==> src/rtl/uart_pkg.sv <==
// uart_pkg: declarations shared by the UART receiver (and the transmitter).
//   DATA_BITS       : bits per character.
//   uart_rx_state_t : receiver FSM states. PARITY exists only when
//                     UART_RX_PARITY_EN is defined.
//   calc_div()      : rounded clock cycles per oversample tick.
package uart_pkg;

  localparam int DATA_BITS = 8;

  typedef enum logic [2:0] {
    IDLE,
    START,
    DATA,
`ifdef UART_RX_PARITY_EN
    PARITY,
`endif
    STOP
  } uart_rx_state_t;

  // round(clk_hz / (baud * ovs)); never returns less than 1.
  function automatic int calc_div(input int clk_hz, input int baud, input int ovs);
    int den;
    int q;
    den = baud * ovs;
    q   = (clk_hz + den / 2) / den;
    return (q < 1) ? 1 : q;
  endfunction

endpackage

==> src/rtl/uart_baud_tick.sv <==
// uart_baud_tick: free-running divider producing a one-cycle tick every DIV
// clocks. 'clear' restarts the count so the next tick lands DIV cycles later,
// letting the receiver phase-align sampling to a start edge.
// Ports:
//   clk   in  system clock
//   rst   in  synchronous active-high reset
//   clear in  restart the divider
//   tick  out high for one cycle when the count reaches DIV-1
module uart_baud_tick #(
  parameter int DIV = 326
) (
  input  logic clk,
  input  logic rst,
  input  logic clear,
  output logic tick
);

  localparam int CW = (DIV > 1) ? $clog2(DIV) : 1;
  localparam logic [CW-1:0] LAST = CW'(DIV - 1);

  logic [CW-1:0] cnt;

  always_ff @(posedge clk) begin
    if (rst || clear)     cnt <= '0;
    else if (cnt == LAST) cnt <= '0;
    else                  cnt <= cnt + 1'b1;
  end

  // With DIV=1 the counter sits at 0 and the tick is permanently high.
  assign tick = (cnt == LAST);

endmodule

==> src/rtl/uart_rx.sv <==
// uart_rx: oversampling asynchronous serial receiver, 8N1 by default.
// Define UART_RX_PARITY_EN for 8E1 (one even-parity bit after the data).
// Ports:
//   clk       in   system clock, rising edge
//   rst       in   synchronous active-high reset
//   rx        in   asynchronous serial line, idles high
//   rx_data   out  received byte, stable while rx_valid
//   rx_valid  out  byte available, held until rx_ready
//   rx_ready  in   consumer accept
//   frame_err out  one-cycle pulse: bad stop bit (or parity mismatch)
//   overrun   out  one-cycle pulse: good byte dropped, previous unaccepted
//   busy      out  FSM is not idle
module uart_rx
  import uart_pkg::*;
#(
  parameter int CLK_HZ     = 50_000_000,
  parameter int BAUD       = 9600,
  parameter int OVERSAMPLE = 16,
  parameter int DIV        = calc_div(CLK_HZ, BAUD, OVERSAMPLE)
) (
  input  logic       clk,
  input  logic       rst,
  input  logic       rx,
  output logic [7:0] rx_data,
  output logic       rx_valid,
  input  logic       rx_ready,
  output logic       frame_err,
  output logic       overrun,
  output logic       busy
);

  localparam int SCW = $clog2(OVERSAMPLE);
  localparam logic [SCW-1:0] S_MID  = SCW'(OVERSAMPLE / 2 - 1);
  localparam logic [SCW-1:0] S_LAST = SCW'(OVERSAMPLE - 1);
  localparam logic [2:0]     B_LAST = 3'(DATA_BITS - 1);

  // Two-flop synchroniser plus one delay stage for edge detection.
  logic sync1, rxs, rxs_d;

  always_ff @(posedge clk) begin
    if (rst) {sync1, rxs, rxs_d} <= 3'b111;
    else     {sync1, rxs, rxs_d} <= {rx, sync1, rxs};
  end

  uart_rx_state_t       state;
  logic [SCW-1:0]       scnt;
  logic [2:0]           bidx;
  logic [DATA_BITS-1:0] shreg;
  logic                 tick, fall, clear, stop_ok;

  assign fall  = rxs_d & ~rxs;
  assign clear = (state == IDLE) & fall;

  uart_baud_tick #(.DIV(DIV)) u_tick (
    .clk   (clk),
    .rst   (rst),
    .clear (clear),
    .tick  (tick)
  );

`ifdef UART_RX_PARITY_EN
  logic par_err;
  assign stop_ok = rxs & ~par_err;
`else
  assign stop_ok = rxs;
`endif

  // scnt is restarted at the start-bit midpoint, so from then on every
  // counter wrap (scnt == S_LAST) falls on the middle of the next bit.
  always_ff @(posedge clk) begin
    if (rst) begin
      state     <= IDLE;
      scnt      <= '0;
      bidx      <= '0;
      shreg     <= '0;
      rx_data   <= '0;
      rx_valid  <= 1'b0;
      frame_err <= 1'b0;
      overrun   <= 1'b0;
      busy      <= 1'b0;
`ifdef UART_RX_PARITY_EN
      par_err   <= 1'b0;
`endif
    end else begin
      frame_err <= 1'b0;
      overrun   <= 1'b0;
      if (rx_valid && rx_ready) rx_valid <= 1'b0;

      case (state)
        IDLE: begin
          if (fall) begin
            state <= START;
            scnt  <= '0;
            bidx  <= '0;
            busy  <= 1'b1;
          end
        end

        START: begin
          if (tick) begin
            if (scnt == S_MID) begin
              scnt <= '0;
              if (!rxs) begin
                state <= DATA;
              end else begin
                // Line went back high before mid-bit: treat as a glitch.
                state <= IDLE;
                busy  <= 1'b0;
              end
            end else begin
              scnt <= scnt + 1'b1;
            end
          end
        end

        DATA: begin
          if (tick) begin
            if (scnt == S_LAST) begin
              scnt  <= '0;
              shreg <= {rxs, shreg[DATA_BITS-1:1]};
              bidx  <= bidx + 1'b1;
              if (bidx == B_LAST) begin
`ifdef UART_RX_PARITY_EN
                state <= PARITY;
`else
                state <= STOP;
`endif
              end
            end else begin
              scnt <= scnt + 1'b1;
            end
          end
        end

`ifdef UART_RX_PARITY_EN
        PARITY: begin
          if (tick) begin
            if (scnt == S_LAST) begin
              scnt    <= '0;
              // Even parity: data ones plus parity bit must be even.
              par_err <= rxs ^ (^shreg);
              state   <= STOP;
            end else begin
              scnt <= scnt + 1'b1;
            end
          end
        end
`endif

        STOP: begin
          if (tick) begin
            if (scnt == S_LAST) begin
              scnt  <= '0;
              state <= IDLE;
              busy  <= 1'b0;
              if (stop_ok) begin
                // Accepting the old byte this cycle frees the slot.
                if (rx_valid && !rx_ready) begin
                  overrun <= 1'b1;
                end else begin
                  rx_data  <= shreg;
                  rx_valid <= 1'b1;
                end
              end else begin
                frame_err <= 1'b1;
              end
            end else begin
              scnt <= scnt + 1'b1;
            end
          end
        end

        default: begin
          state <= IDLE;
          busy  <= 1'b0;
        end
      endcase
    end
  end

endmodule

==> config.mk <==
export PLATFORM = sky130hd
export DESIGN_NAME = uart_rx
export DESIGN_NICKNAME = d
export VERILOG_FILES = /design/src/rtl/uart_pkg.sv /design/src/rtl/uart_baud_tick.sv /design/src/rtl/uart_rx.sv
export SDC_FILE = /design/constraint.sdc
export NUM_CORES = 1
export LEC_CHECK = 0
export ABC_AREA = 1
export CORE_MARGIN = 4
export CORE_UTILIZATION = 66
export DETAILED_ROUTE_END_ITERATION = 10
export DONT_BUFFER_PORTS = 1
export PLACE_DENSITY = 0.82
export SYNTH_ARGS = -nofsm -noshare
export SYNTH_HDL_FRONTEND = slang
export SYNTH_SLANG_ARGS = --single-unit
==> constraint.sdc <==
create_clock -name clk -period 2.9 [get_ports clk]
set_input_delay 0.29 -clock clk [delete_from_list [all_inputs] [get_ports clk]]
set_output_delay 0.29 -clock clk [all_outputs]
set_load 0.01 [all_outputs]
Word level (Yosys, flattened, before mapping)
Cells that the tools add are included.
- input bits: 4
- output and inout port bits: 12
- register bits after elaboration: 42
- mux-type cells: 35
- $add $sub $neg: 3
- reductions and logical operators: 17
- eq/ne operators: 17
- bitwise gates (word level): 8
- operators with widths (kind ; number):
    $mux W3 ; 11
    $mux W4 ; 5
    $ne A2 B2 Y1 const B ; 9
    $mux W1 ; 14
    $pmux W3 S4 ; 1
    $pmux W4 S3 ; 1
    $add A9 B1 Y9 const B ; 1
    $eq A9 B9 Y1 const B ; 1
    $reduce_and A4 Y1 ; 2
    $reduce_and A8 Y1 ; 1
    $reduce_and A7 Y1 ; 1
    $eq A3 B2 Y1 const B ; 2
    $not A1 Y1 ; 6
    $pmux W3 S2 ; 1
    $reduce_and A5 Y1 ; 1
    $reduce_or A5 Y1 ; 1
    $add A4 B1 Y4 const B ; 1
    $eq A4 B3 Y1 const B ; 1
    $eq A4 B4 Y1 const B ; 1
    $pmux W1 S4 ; 1
    $reduce_or A2 Y1 ; 2
    $reduce_or A4 Y1 ; 1
    $add A3 B1 Y3 const B ; 1
    $eq A3 B1 Y1 const B ; 1
    11 further kinds ; 13

Longest topological paths before layout
- depth after elaboration: 7
- depth in mapped cells: 11
- mapped depth without buffers: 11

Hierarchy
From an unflattened synthesis, not the netlist that was laid out.
- cell total of the unflattened synthesis: 250
- area total of the unflattened synthesis: 1856.8 µm²
- by module, submodules not included (module ; times used ; seq. area each (µm²) ; area an instance (µm²) ; cells each):
    uart_rx ; 1 ; 640.6 ; 1405.1 ; 182
    uart_baud_tick ; 1 ; 180.2 ; 451.7 ; 68

Worst setup path after synthesis
Ideal clock, no wire load.
- path kind: flip-flop to flip-flop
- start: register u_tick.cnt[1]
- end: register bidx[0]
- data arrival time: 1.329 ns
- setup time: 0.064 ns
- cell stages (with the launch flop): 11
- clock period less this slack: 1.393 ns
- data required time: 2.836 ns
- path slack: 1.507 ns
- buffers on the path: 1
- path through: dfxtp_1 inv_1 ha_1 nand2_2 nor2_2 nand2_2 nor2_4 buf_6 a21boi_0 nor2_1 nor2_1
- cells in the longest elaborated chain, start to end: 3
- RTL lines (item ; line ; RTL):
    start: declaration ; uart_baud_tick.sv:21 ; logic [CW-1:0] cnt;
    start signal: assignment ; uart_baud_tick.sv:26 ; else cnt <= cnt + 1'b1;
    $eq A9 B9 Y1 ; uart_baud_tick.sv:30 ; assign tick = (cnt == LAST);
    $ne A2 B2 Y1 (no line) ; n/a ;
    $reduce_and A4 Y1 (no line) ; n/a ;
    end signal: assignment ; uart_rx.sv:121 ; bidx <= bidx + 1'b1;
    end: declaration ; uart_rx.sv:47 ; logic [2:0] bidx;
Every way passes these cells.
A chain may end at the register's enable or synchronous reset.

Worst setup path in the final report
- start: register scnt[0]
- end: register bidx[0]
- cells in the longest elaborated chain, start to end: 3
- RTL lines (item ; line ; RTL):
    start: declaration ; uart_rx.sv:46 ; logic [SCW-1:0] scnt;
    start signal: assignment ; uart_rx.sv:111 ; scnt <= scnt + 1'b1;
    start signal: assignment ; uart_rx.sv:130 ; scnt <= scnt + 1'b1;
    start signal: assignment ; uart_rx.sv:168 ; scnt <= scnt + 1'b1;
    $eq A4 B4 Y1 ; uart_rx.sv:118 ; if (scnt == S_LAST) begin
    $ne A2 B2 Y1 (no line) ; n/a ;
    $reduce_and A4 Y1 (no line) ; n/a ;
Every way passes these cells.

==> Flow_metrics.wiki <==
{| class="wikitable"
! Metric !! Value
|-
| Result of the run || finished, final reports clean
|-
| Top layer in use || met4
|-
| Setup TNS Final || 0 ns
|-
| Crit-path most repeated cell || sky130_fd_sc_hd__nand2_1
|-
| Detailed-routed wire length on met3 || approximately 210 microns
|-
| Global-route wire length before repair || between 5 and 6 mm
|-
| Pwr/cell area || 600 nW/um^2
|-
| Count of unresolved DRC violations after routing || 0
|-
| H-tree depth reported by CTS || 2
|-
| Clock net sink count || slightly above 40
|-
| Met1 WL || between 1.5 and 2 mm
|-
| Post-synthesis area per instance || between 7 and 8 sq um
|-
| Setup Skew || ~0.011 ns
|-
| Diode insertion count for antenna repair || 0
|-
| EDFF count, synth || 0
|-
| Tightest slew margin relative to the limit || 0.526
|-
| Worst path max stage delay || 0.39 ns
|-
| Standard-cell rows || 18
|-
| Overflow left after global routing || 0
|-
| Average routed wire per standard cell || 11.4 microns
|-
| Worst setup EP type || flop
|-
| Die Y-Extent || between 60 and 70 microns
|-
| Flip-flop cell with the highest count after synthesis || sky130_fd_sc_hd__dfxtp_1
|-
| Total power draw || around 1.2 mW
|-
| Post-place instance area || around 1800 sq um
|-
| Port-buffer cells || 0
|-
| Cell at the root of the clock tree || sky130_fd_sc_hd__clkbuf_4
|-
| Non-filler instance count after layout || roughly 290
|-
| Slew of the pin with the lowest slew margin || a little over 0.7 ns
|-
| Pin count of the biggest net entering global routing || 21
|-
| Number of antenna violations at the first check in global routing || 0
|-
| Clock tree buffer depth || 2
|-
| Initial DRC count || 91
|-
| Worst skew pair latency || 0.36 ns
|-
| Worst hold-check path type || in -> reg
|-
| Maximum fanout along the worst path || 20
|-
| Critical path type || reg -> reg
|-
| Met2 wire length || roughly 1.3 mm
|-
| Final estimated routing congestion in global placement || approximately 0.8
|-
| Via count of the first global-routing pass || roughly 1300
|-
| Share of layout cells above drive strength 1 || 0.0627
|-
| Proportion of synthesized chip area in sequential cells || 0.447
|-
| Via count || 1495
|-
| Top cell type's share of synthesized area || 0.447
|-
| CTS tree || yes
|-
| Critical-path cell with the highest stage delay || sky130_fd_sc_hd__dfxtp_1
|-
| Family of cells with the greatest summed delay on the critical path || simple AND/OR/NAND/NOR gates
|-
| Layout-stage area growth over the synthesis result || 5.38%
|-
| Worst Path Buf+Inv || 0
|-
| Overall track demand over capacity in global routing || 0.209
|-
| Number of iterations in the first detailed-routing pass || 4
|-
| Inserted Clock Buffers || 5
|-
| Number of storage elements in the synthesis netlist || 41
|-
| Req. time, crit path || between 3 and 4 ns
|-
| Number of violations of the max-capacitance limit || 0
|-
| Cells taking the most area after synthesis || sky130_fd_sc_hd__dfxtp_1, sky130_fd_sc_hd__nand2_1, sky130_fd_sc_hd__a21oi_1, sky130_fd_sc_hd__nor2_1, sky130_fd_sc_hd__inv_1
|-
| Fin. Hold Viols || 0
|-
| Number of setup violations in the final report || 0
|-
| Via density per instance || 5.25
|-
| Number of filler instances in the final layout || 200
|-
| Post-Route WL || between 3 and 4 mm
|-
| Post-detail-place hpwl || 2.31 mm
|-
| Synthesis Warnings || 0
|-
| Area leader, netlist || sky130_fd_sc_hd__dfxtp_1
|-
| Peak supply drop || 0.572 mV
|-
| Critical path launch point type || flop
|-
| Static power due to leakage || slightly above 0.8 nW
|-
| Die X || approximately 60 microns
|-
| Number of max-slew violations in the final report || 0
|-
| Final Net Count || 263
|-
| Effective utilization at floorplan || 0.715
|-
| # Post-CTS Setup Buffers || 0
|-
| Netlist area before placement || between 1500 and 2000 sq um
|-
| Setup repair after global routing missed its margin || no
|-
| Crit share post-route || 0.651
|-
| Post-Syn Nets || ~260
|-
| Number of antenna-violating nets in the routed design || 0
|-
| Tmin final || ~1.9 ns
|-
| Worst path cell trace || ha_1, nand3_1, nor2_4, nand2_1, nand3b_1, nand2_1, nor2_1
|-
| Placed cell count || approximately 270
|-
| Clock transition at the registers of the reported paths || around 0.12 ns
|-
| Die area || 3690 sq um
|-
| Total I/O pin count || 16
|-
| Post-synth ARST share || 0
|-
| Instance count of the mapped netlist || between 200 and 300
|-
| Worst EP arrival || around 2.2 ns
|-
| Total core area || 2570 sq um
|-
| Post-route cell area || just under 2000 sq um
|-
| Max Clk Rate || about 0.53 GHz
|-
| Number of distinct library cells after synthesis || 23
|}
==> synth_stat cells, types with 2 or more instances <==
| cell type | n |
|---|---|
| sky130_fd_sc_hd__dfxtp_1 | 41 |
| sky130_fd_sc_hd__nand3_1 | 21 |
| sky130_fd_sc_hd__nand3b_1 | 4 |
| sky130_fd_sc_hd__nor2_1 | 30 |
| sky130_fd_sc_hd__nor2_2 | 2 |
| sky130_fd_sc_hd__nor4_1 | 2 |
| sky130_fd_sc_hd__or2_2 | 2 |
| sky130_fd_sc_hd__clkbuf_1 | 3 |
| sky130_fd_sc_hd__nand2_2 | 2 |
| sky130_fd_sc_hd__buf_2 | 4 |
| sky130_fd_sc_hd__ha_1 | 5 |
| sky130_fd_sc_hd__inv_1 | 29 |
| sky130_fd_sc_hd__nor3_1 | 4 |
| sky130_fd_sc_hd__nand4_1 | 9 |
| sky130_fd_sc_hd__nand2_1 | 56 |
| sky130_fd_sc_hd__a21oi_1 | 29 |
| sky130_fd_sc_hd__o21ai_0 | 4 |
==> cells in the final DEF (no fill, tap or decap), types with 2 or more instances in the layout <==
master and count:
sky130_fd_sc_hd__inv_1 29, sky130_fd_sc_hd__dlygate4sd3_1 3, sky130_fd_sc_hd__nor4_1 2, sky130_fd_sc_hd__nor3_1 4, sky130_fd_sc_hd__or2_2 2, sky130_fd_sc_hd__dfxtp_1 41
sky130_fd_sc_hd__nor2_1 30, sky130_fd_sc_hd__ha_1 5, sky130_fd_sc_hd__nand2_1 56, sky130_fd_sc_hd__nand3_1 21, sky130_fd_sc_hd__o21ai_0 4, sky130_fd_sc_hd__nor2_2 2
sky130_fd_sc_hd__nand2_2 2, sky130_fd_sc_hd__a21oi_1 29, sky130_fd_sc_hd__clkbuf_4 5, sky130_fd_sc_hd__nand4_1 9, sky130_fd_sc_hd__nand3b_1 4
==> per-layer routing <==
layer	global-route usage	vias up
met5	0	-
met4	0.0836	0
met3	0.0851	6
met2	0.279	32
met1	0.298	637
li1	-	820
==> layout make-up <==
class,count,area (sq um),share of cell area
Timing Repair Buffer,3,30.0,0.0155
Clock buffer,6,51.3,0.0265
Inverter,29,109,0.0562
Sequential cell,41,821,0.424
Tap cell,30,37.5,0.0194
Multi-Input combinational cell,174,850,0.439
Clock inverter,2,37.5,0.0194
==> path summary, 6_finish.rpt <==
path / cells after the start / from / slack, ns / endpoint
min: 3 / rx_ready / 0.12 / overrun
max: 7 / scnt[0] / 1.01 / bidx[0]
min reg2reg: 1 / sync1 / 0.45 / rxs
max reg2reg: 7 / scnt[0] / 1.01 / bidx[0]
==> repair_timing <==
item                                   4_1_cts  5_1_grt
resized for setup                            0        0
hold buffers                                 1        2
setup endpoints to repair                    0        0
endpoints found under the hold margin       19        2
==> where the power goes <==
part | switching [mW] | internal, mW
sequential | 0.0259 | 0.589
clock | 0.187 | 0.205
combinational | 0.102 | 0.0528
==> per-stage QoR <==
step / hold WS [ns] / utilization / worst slack [ns]
detailed placement: 0.364 / 0.708 / 1.04
finish: 0.116 / 0.754 / 1.01
CTS: 0.00558 / 0.746 / 1.01
floorplan: 0.389 / - / 1.51
global route: 0.128 / 0.754 / 0.750
global placement: 0.363 / 0.708 / 1.08
==> tightest hold or removal path, stage by stage <==
cell	delay (ns)
sky130_fd_sc_hd__nor2_1	0.04
sky130_fd_sc_hd__inv_1	0.06
sky130_fd_sc_hd__nor3_1	0.05
==> registers in the layout (all words and copies together) (netlist names) <==
name / flops
u_tick.cnt: 9
rx_data: 8
shreg: 8
scnt: 4
bidx: 3
state: 2
busy: 1
frame_err: 1
overrun: 1
rx_valid: 1
rxs: 1
rxs_d: 1
sync1: 1
==> cell families (layout without fill, tap and decap cells) <==
| kind of cell | Yosys count | in the layout | synth area share |
|---|---|---|---|
| simple gates | 134 | 134 | 0.330 |
| buf+inv | 38 | 40 | 0.0906 |
| compound gates | 34 | 34 | 0.0940 |
| flops | 41 | 41 | 0.447 |
| fa+ha+maj | 5 | 5 | 0.0341 |
| xor+xnor | 1 | 1 | 0.00477 |
Power figures use the tool's default switching activity.
